**config.mk**
```make
export PLATFORM = sky130hd
export DESIGN_NAME = launch_controller
export DESIGN_NICKNAME = d
export VERILOG_FILES = /design/src/rtl/launch_controller.sv
export SDC_FILE = /design/constraint.sdc
export NUM_CORES = 1
export LEC_CHECK = 0
export CAP_MARGIN = 20
export CORE_ASPECT_RATIO = 1.75
export CORE_UTILIZATION = 54
export CTS_CLUSTER_DIAMETER = 120
export DETAILED_ROUTE_END_ITERATION = 7
export PLACE_DENSITY = 0.85
export SLEW_MARGIN = 15
export SYNTH_ARGS = -nofsm -noshare
export SYNTH_HDL_FRONTEND = slang
export SYNTH_SLANG_ARGS = --single-unit
```
**constraint.sdc**
```tcl
create_clock -name clk -period 5.8 [get_ports clk]
set_input_delay 1.16 -clock clk [delete_from_list [all_inputs] [get_ports clk]]
set_output_delay 1.16 -clock clk [all_outputs]
set_load 0.01 [all_outputs]
```
**src/rtl/launch_controller.sv**
```systemverilog
// Turn-based firing controller: keeps per-player aim state, drives the launch/boomed
// handshake towards the bomb block and hands the turn over once the explosion settles.
`timescale 1ns/1ps
module launch_controller #(
    parameter int REPEAT_FRAMES  = 8,
    parameter int LAUNCH_TIMEOUT = 4,
    parameter int SETTLE_FRAMES  = 30
) (
    input  logic       clk,
    input  logic       reset,
    input  logic       frame_tick,
    input  logic [7:0] keycode,
    input  logic [9:0] tankX0,
    input  logic [9:0] tankY0,
    input  logic [9:0] tankX1,
    input  logic [9:0] tankY1,
    input  logic       boomed,
    output logic       launch,
    output logic [9:0] launchX,
    output logic [9:0] launchY,
    output logic [3:0] angle,
    output logic [2:0] power,
    output logic       player,
    output logic       aiming
);
    localparam logic [7:0] KEY_LEFT  = 8'h50;
    localparam logic [7:0] KEY_RIGHT = 8'h4F;
    localparam logic [7:0] KEY_UP    = 8'h52;
    localparam logic [7:0] KEY_DOWN  = 8'h51;
    localparam logic [7:0] KEY_SPACE = 8'h2C;
    localparam int         CW        = 8;

    typedef enum logic [1:0] {AIM, FIRE, FLIGHT, SETTLE} state_t;

    state_t        state, state_nx;
    logic [7:0]    prev_key;
    logic [CW-1:0] repeat_cnt, repeat_nx;
    logic [CW-1:0] timeout_cnt, timeout_nx;
    logic [CW-1:0] settle_cnt, settle_nx;
    logic          launch_r, launch_nx;
    logic          player_r, player_nx;
    logic          space_lock;
    logic [3:0]    angle0, angle1, cur_angle, angle_nx;
    logic [2:0]    power0, power1, cur_power, power_nx;
    logic          press, aim_key, repeat_due, key_act, fire;

    assign cur_angle = player_r ? angle1 : angle0;
    assign cur_power = player_r ? power1 : power0;
    assign launch    = launch_r;
    assign player    = player_r;
    assign angle     = cur_angle;
    assign power     = cur_power;
    assign launchX   = player_r ? tankX1 : tankX0;
    assign launchY   = player_r ? tankY1 : tankY0;
    assign aiming    = (state == AIM);

    assign press      = (keycode != prev_key);
    assign aim_key    = (keycode == KEY_LEFT) || (keycode == KEY_RIGHT) ||
                        (keycode == KEY_UP)   || (keycode == KEY_DOWN);
    assign repeat_due = !press && (repeat_cnt + 8'd1 == CW'(REPEAT_FRAMES));
    assign key_act    = (state == AIM) && aim_key && (press || repeat_due);
    // space_lock keeps a space key held through reset from firing until it is released once
    assign fire       = (state == AIM) && press && (keycode == KEY_SPACE) && !space_lock;

    always_comb begin
        repeat_nx = '0;
        if (aim_key && !press && !repeat_due) repeat_nx = repeat_cnt + 8'd1;
    end

    always_comb begin
        angle_nx = cur_angle;
        power_nx = cur_power;
        if (key_act) begin
            case (keycode)
                KEY_LEFT:  if (cur_angle != 4'd0) angle_nx = cur_angle - 4'd1;
                KEY_RIGHT: if (cur_angle <  4'd8) angle_nx = cur_angle + 4'd1;
                KEY_UP:    if (cur_power != 3'd7) power_nx = cur_power + 3'd1;
                KEY_DOWN:  if (cur_power != 3'd0) power_nx = cur_power - 3'd1;
                default:   ;
            endcase
        end
    end

    always_comb begin
        state_nx   = state;
        launch_nx  = launch_r;
        player_nx  = player_r;
        timeout_nx = timeout_cnt;
        settle_nx  = settle_cnt;
        case (state)
            AIM: begin
                if (fire) begin
                    launch_nx  = 1'b1;
                    timeout_nx = '0;
                    state_nx   = FIRE;
                end
            end
            FIRE: begin
                if (!boomed) begin
                    launch_nx = 1'b0;
                    state_nx  = FLIGHT;
                end else begin
                    timeout_nx = timeout_cnt + 8'd1;
                    if (timeout_cnt + 8'd1 == CW'(LAUNCH_TIMEOUT)) begin
                        launch_nx = 1'b0;
                        state_nx  = AIM;
                    end
                end
            end
            FLIGHT: begin
                if (boomed) begin
                    settle_nx = '0;
                    state_nx  = SETTLE;
                end
            end
            SETTLE: begin
                settle_nx = settle_cnt + 8'd1;
                if (settle_cnt + 8'd1 == CW'(SETTLE_FRAMES)) begin
                    player_nx = ~player_r;
                    state_nx  = AIM;
                end
            end
            default: state_nx = AIM;
        endcase
    end

    always_ff @(posedge clk or posedge reset) begin
        if (reset) begin
            state       <= AIM;
            launch_r    <= 1'b0;
            player_r    <= 1'b0;
            angle0      <= 4'd6;
            power0      <= 3'd3;
            angle1      <= 4'd2;
            power1      <= 3'd3;
            repeat_cnt  <= '0;
            timeout_cnt <= '0;
            settle_cnt  <= '0;
            prev_key    <= 8'h00;
            space_lock  <= 1'b1;
        end else if (frame_tick) begin
            state       <= state_nx;
            launch_r    <= launch_nx;
            player_r    <= player_nx;
            repeat_cnt  <= repeat_nx;
            timeout_cnt <= timeout_nx;
            settle_cnt  <= settle_nx;
            prev_key    <= keycode;
            space_lock  <= space_lock && (keycode == KEY_SPACE);
            if (player_r) begin
                angle1 <= angle_nx;
                power1 <= power_nx;
            end else begin
                angle0 <= angle_nx;
                power0 <= power_nx;
            end
        end
    end
endmodule

```
==> results_dict.tcl, run 1 <==
set metrics [dict create \
    io_buffers 81 \
    nFillCells 518 \
    slew_viol_final 0 \
    worst_pin_slew_ns 0.949 \
    power_leakage_nw 1.80 \
    final_cell_mix "clkdlybuf4s50_1 (81), o21ai_0 (45), dfrtp_1 (43)" \
    crit_path_end_kind "primary output" \
    grt_max_degree 52 \
    cts_hold_buf 0 \
    period_share 0.656 \
    post_cts_resized 0 \
    synth_fp_nets 449 \
    p_per_area_nw_per_um2 202 \
    cts_buffers 5 \
    clock_latency_ns 0.31 \
    ant_nets 0 \
    grt_overflow_total 0 \
    synthDistinctLibCells 58 \
    hpwlAfterDp_um 6650 \
    ys_ff_latch 51 \
    start_util 0.566 \
    crit_slowest_cell "dfrtp_1" \
    status "finished clean" \
    finalSetupTns_ns 0 \
    drt_iter0_markers 165 \
    drcViolationCount 0 \
    cts_buffer_depth 2 \
    final_common_cell "clkdlybuf4s50_1" \
    antenna_found_initial 0 \
    crit_buf_inv 3 \
    drv_cap 0 \
    rsz0062_at_grt "no" \
    critPathKind "flip-flop to primary output" \
    h-tree-depth 2 \
    arrival_ns 2.64 \
    relSlewSlack 0.365 \
    place_ws_ns 1.94 \
    dp_cells 533 \
    io_pins 82 \
    ys_async_sr_fraction 1.00 \
    gp_congestion 0.824 \
    layout-drive-gt1-share 0.128 \
    yosys_most_used_dff "dfrtp_1" \
    nNetsFinal 523 \
    setup_viol 0 \
    die_area_sq_um 6920 \
    setup_slack_ns 2.00 \
    num_rows 38 \
    required_ns 4.64 \
    cts.sinks 51 \
    die_h_um 109 \
    vias 3158 \
    postCtsSetupRepairBufs 0 \
    max_freq_mhz 263 \
    grt_pass1_vias 3159 \
    clk_pin_slew_ns 0.08 \
    fin_crit_ns 3.80 \
    n_antenna_cell 0 \
    clock-skew-final_ns 0.0141 \
    cp_cell_sequence "buf_4 -> mux2i_1 -> inv_1 -> clkdlybuf4s50_1" \
    synth_edf_count 0 \
    finalHoldViolCount 0 \
    syn-cell-area_sq_um 3550 \
    via_per_inst 5.84 \
    final_cells 541 \
    start_kind "flip-flop" \
    wl_per_cell_um 16.0 \
    critPathMaxFanout 24 \
    critPathMaxStageDelay_ns 0.80 \
    synthesis.instances 386 \
    cts_tree "built" \
    grtUsageTotal 0.262 \
    grt_pass1_wl_um 14300 \
    core_area_sq_um 6280 \
    ir_worst_vdd_v 0.000187 \
    critical-path-top-delay-family "buffers and inverters" \
    die_w_um 63.3 \
    syn_area_per_cell_sq_um 9.20 \
    yosysSeqAreaShare 0.362 \
    root_buffer "clkbuf_8" \
    synth_warnings 0 \
    min_path_type "flip-flop to flip-flop" \
    wirelength_um 8650 \
    drt_pass1_iterations 4 \
    synthToLayoutAreaGrowth_pct 26.7 \
]
## cells in the mapped netlist, drive strengths merged, types with 8 or more instances
cell,number,area share
xor2,16,0.039
mux2,31,0.10
nor2,30,0.032
buf,10,0.017
nand3,14,0.020
nand4,8,0.014
nand2,33,0.036
ha,11,0.039
a21oi,10,0.014
mux2i,8,0.023
o21ai,45,0.063
inv,15,0.016
a22o,8,0.021
dfrtp,43,0.30
and3,9,0.017
nor2b,9,0.016
dfstp,8,0.059
## cells by family (layout without fill, tap and decap cells)
| family | count (synthesis) | count (layout) | share of synthesized area |
|---|---|---|---|
| mux | 39 | 39 | 0.123 |
| fa+ha+maj | 11 | 11 | 0.0387 |
| simple gates | 138 | 138 | 0.209 |
| compound gates | 96 | 96 | 0.177 |
| xor+xnor | 21 | 21 | 0.0518 |
| flops | 51 | 51 | 0.362 |
| buf+inv | 30 | 105 | 0.0384 |
## report_power, final
| group | internal, mW | switching (mW) | leakage, nW | total [mW] |
|---|---|---|---|---|
| clock | 0.129 | 0.117 | 0.0514 | 0.246 |
| sequential | 0.388 | 0.0474 | 0.647 | 0.435 |
| combinational | 0.118 | 0.110 | 1.11 | 0.227 |
| total | 0.634 | 0.274 | 1.80 | 0.909 |
## per-layer routing
metal / vias up / global-route usage / wire length, um
li1: 1555 / - / -
met3: 13 / 0.0363 / 333
met1: 1504 / 0.276 / 3260
met2: 86 / 0.512 / 4900
met5: - / 0 / 0
met4: 0 / 0.107 / 165
## final cells by class
type,instances,area (sq um),share of cell area
well taps,80,100,0.0222
flip-flops and latches,51,1290,0.286
repair buffers,82,818,0.182
multi-input cells,305,2130,0.473
inverters,15,57.6,0.0128
clock buffers,6,72.6,0.0161
clock inverters,2,37.5,0.00834
## sequential cells by signal (all words and copies together) (netlist names), named ones only
signal,cells
launch,1
timeout_cnt,8
repeat_cnt,8
angle1,4
power1,3
player,1
angle0,4
space_lock,1
settle_cnt,8
state,1
power0,3
prev_key,8
## path summary, 6_finish.rpt
| kind | startpoint | endpoint | slack, ns | cells after the start |
|---|---|---|---|---|
| hold reg to reg | power1[1]$_DFFE_PP1P_ | power1[1]$_DFFE_PP1P_ | 0.49 | 1 |
| setup reg to reg | player$_DFFE_PP0P_ | power0[0]$_DFFE_PP1P_ | 2.94 | 8 |
| max in group asynchronous | reset | repeat_cnt[2]$_DFFE_PP0P_ | 3.97 | 2 |
| hold / removal | power1[1]$_DFFE_PP1P_ | power1[1]$_DFFE_PP1P_ | 0.49 | 1 |
| setup / recovery | player$_DFFE_PP0P_ | power[1] | 2.00 | 4 |
| min in group asynchronous | reset | timeout_cnt[7]$_DFFE_PP0P_ | 1.31 | 2 |
## through the flow
stage                     utilization  area [sq um]  power [mW]  hold slack (ns)
final                           0.717          4500       0.909            0.490
after global routing            0.717          4500       0.963            0.500
after CTS                       0.717          4500       0.915            0.490
after detailed placement        0.700          4390       0.670            0.476
after global placement          0.700          4390       0.658            0.473
after floorplan                     -          3550       0.572            0.452
## worst reg2reg max path: stages (launching register included)
cell and delay, ns:
dfrtp_1 0.80, buf_4 0.44, mux2i_1 0.47, inv_1 0.12
ha_1 0.25, and2_1 0.17, o211ai_1 0.18, o211ai_1 0.15
o21ai_0 0.21
(Power assumes the default switching activity.)
==> inputs of run 2 (changes only) <==
--- a/config.mk
+++ b/config.mk
@@ -7,10 +7,10 @@
 export LEC_CHECK = 0
 export CAP_MARGIN = 20
 export CORE_ASPECT_RATIO = 1.75
-export CORE_UTILIZATION = 54
+export CORE_UTILIZATION = 46
 export CTS_CLUSTER_DIAMETER = 120
 export DETAILED_ROUTE_END_ITERATION = 7
-export PLACE_DENSITY = 0.85
+export PLACE_DENSITY = 0.77
 export SLEW_MARGIN = 15
 export SYNTH_ARGS = -nofsm -noshare
 export SYNTH_HDL_FRONTEND = slang
==> constraint.sdc (replaced) <==
create_clock -name clk -period 3.08 [get_ports clk]
set_input_delay 0.616 -clock clk [delete_from_list [all_inputs] [get_ports clk]]
set_output_delay 0.616 -clock clk [all_outputs]
set_load 0.01 [all_outputs]
==> run 2 against run 1 <==
Compared with the run above:
- worst hold slack gained 0.0025 ns
- clock skew shrank 0.0085 ns
- sequential share of layout area shrank 0.87 points
- highest routed layer unchanged
==> results_dict.tcl, run 2 (synthesized netlist as in run 1, its figures left out) <==
set metrics [dict create \
    grt_max_degree 44 \
    cts_buffers 5 \
    p_per_area_nw_per_um2 423 \
    arrival_ns 2.05 \
    drv_cap 0 \
    status "finished clean" \
    die_h_um 118 \
    relSlewSlack 0.562 \
    power.total_mw 1.96 \
    period_share 0.865 \
    grtUsageTotal 0.239 \
    crit_path_end_kind "primary output" \
    nNetsFinal 528 \
    io_pins 82 \
    dp_cells 546 \
    core_area_sq_um 7510 \
    rsz0062_at_grt "no" \
    n_antenna_cell 0 \
    power_leakage_nw 1.87 \
    cts_hold_buf 0 \
    final_cell_mix "clkdlybuf4s50_1 (81), o21ai_0 (45), dfrtp_1 (43)" \
    io_buffers 81 \
    gp_congestion 0.894 \
    min_path_type "flip-flop to flip-flop" \
    switching_power_mw 0.543 \
    ant_nets 0 \
    via_per_inst 5.88 \
    cts_tree "built" \
    cts.sinks 51 \
    worst_pin_slew_ns 0.657 \
    finalSetupTns_ns 0 \
    layout-drive-gt1-share 0.139 \
    cts_buffer_depth 2 \
    seqPwrFrac 0.416 \
    vias 3257 \
    setup_viol 0 \
    clock-skew-final_ns 0.00555 \
    wirelength_um 9000 \
    root_buffer "clkbuf_16" \
    start_util 0.473 \
    post_cts_resized 0 \
    drcViolationCount 0 \
    grt_pass1_vias 3233 \
    clock_latency_ns 0.29 \
    grt_overflow_total 0 \
    num_rows 42 \
    h-tree-depth 2 \
    hpwlAfterDp_um 7050 \
    final_common_cell "clkdlybuf4s50_1" \
    clk_pin_slew_ns 0.07 \
    antenna_found_initial 0 \
    setup_slack_ns 0.415 \
    wl_per_cell_um 16.3 \
    final_cells 554 \
    grt_pass1_wl_um 14800 \
    die_w_um 68.4 \
    fin_crit_ns 2.66 \
    max_freq_mhz 375 \
    required_ns 2.46 \
    ir_worst_vdd_v 0.000498 \
    place_ws_ns 0.340 \
    finalHoldViolCount 0 \
    synthToLayoutAreaGrowth_pct 30.7 \
    die_area_sq_um 8090 \
    postCtsSetupRepairBufs 0 \
    drt_iter0_markers 126 \
    critPathKind "flip-flop to primary output" \
    pwr-share-comb 0.222 \
    p_clk_frac 0.362 \
    cell_internal_pwr_mw 1.42 \
    swShare 0.276 \
    critPathMaxFanout 43 \
    start_kind "flip-flop" \
    slew_viol_final 0 \
    drt_pass1_iterations 4 \
]
==> run 2: area by class of cell <==
class	instances	area (sq um)
multi-input combinational	305	2130
clock inverter	3	67.6
timing repair buffer	87	868
sequential	51	1290
clock buffer	5	125
fill	668	2870
inverter	15	56.3
tap	88	110
==> run 2: through the flow <==
stage          area [sq um]  utilization  hold slack, ns
2_1_floorplan          3550            -           0.452
3_3_place_gp           4450        0.592           0.473
3_5_place_dp           4450        0.592           0.484
4_1_cts                4640        0.618           0.495
5_1_grt                4640        0.618           0.502
6_report               4640        0.618           0.492
==> run 2: critical path, stage by stage, from the launching register on <==
cell	delay (ns)
dfrtp_1	0.38
buf_12	0.25
mux2i_1	0.46
inv_1	0.15
clkdlybuf4s50_1	0.51
==> run 2: final timing paths <==
path / slack, ns / depth (start not counted) / from / end
max: 0.42 / 4 / player$_DFFE_PP0P_ / power[2]
min: 0.49 / 1 / space_lock$_DFFE_PP1P_ / space_lock$_DFFE_PP1P_
max reg2reg: 0.73 / 10 / player$_DFFE_PP0P_ / angle1[2]$_DFFE_PP0P_
min reg2reg: 0.49 / 1 / space_lock$_DFFE_PP1P_ / space_lock$_DFFE_PP1P_
max in group asynchronous: 1.66 / 3 / reset / angle1[1]$_DFFE_PP1P_
min in group asynchronous: 0.73 / 2 / reset / prev_key[2]$_DFFE_PP0P_
==> run 2: metal layers <==
layer	global-route usage	wire [um]	vias up
met1	0.257	3310	1565
met5	0	0	-
met3	0.0367	431	34
li1	-	-	1565
met2	0.425	4870	93
met4	0.122	395	0
==> run 2: power groups by stage <==
| stage | logic (mW) | registers (mW) | clock network (mW) |
|---|---|---|---|
| final | 0.437 | 0.817 | 0.711 |
| after global routing | 0.485 | 0.833 | 0.746 |
| after CTS | 0.440 | 0.816 | 0.726 |
| after detailed placement | 0.435 | 0.828 | 0 |
| after global placement | 0.422 | 0.824 | 0 |
| after floorplan | 0.276 | 0.801 | 0 |
==> inputs of run 3 (changes only) <==
--- a/config.mk
+++ b/config.mk
@@ -11,7 +11,7 @@
 export CTS_CLUSTER_DIAMETER = 120
 export DETAILED_ROUTE_END_ITERATION = 7
 export PLACE_DENSITY = 0.77
-export SLEW_MARGIN = 15
+export SLEW_MARGIN = 5
 export SYNTH_ARGS = -nofsm -noshare
 export SYNTH_HDL_FRONTEND = slang
 export SYNTH_SLANG_ARGS = --single-unit
==> results of run 3 <==
No change in the layout: final DEF, timing and power equal those of run 2.
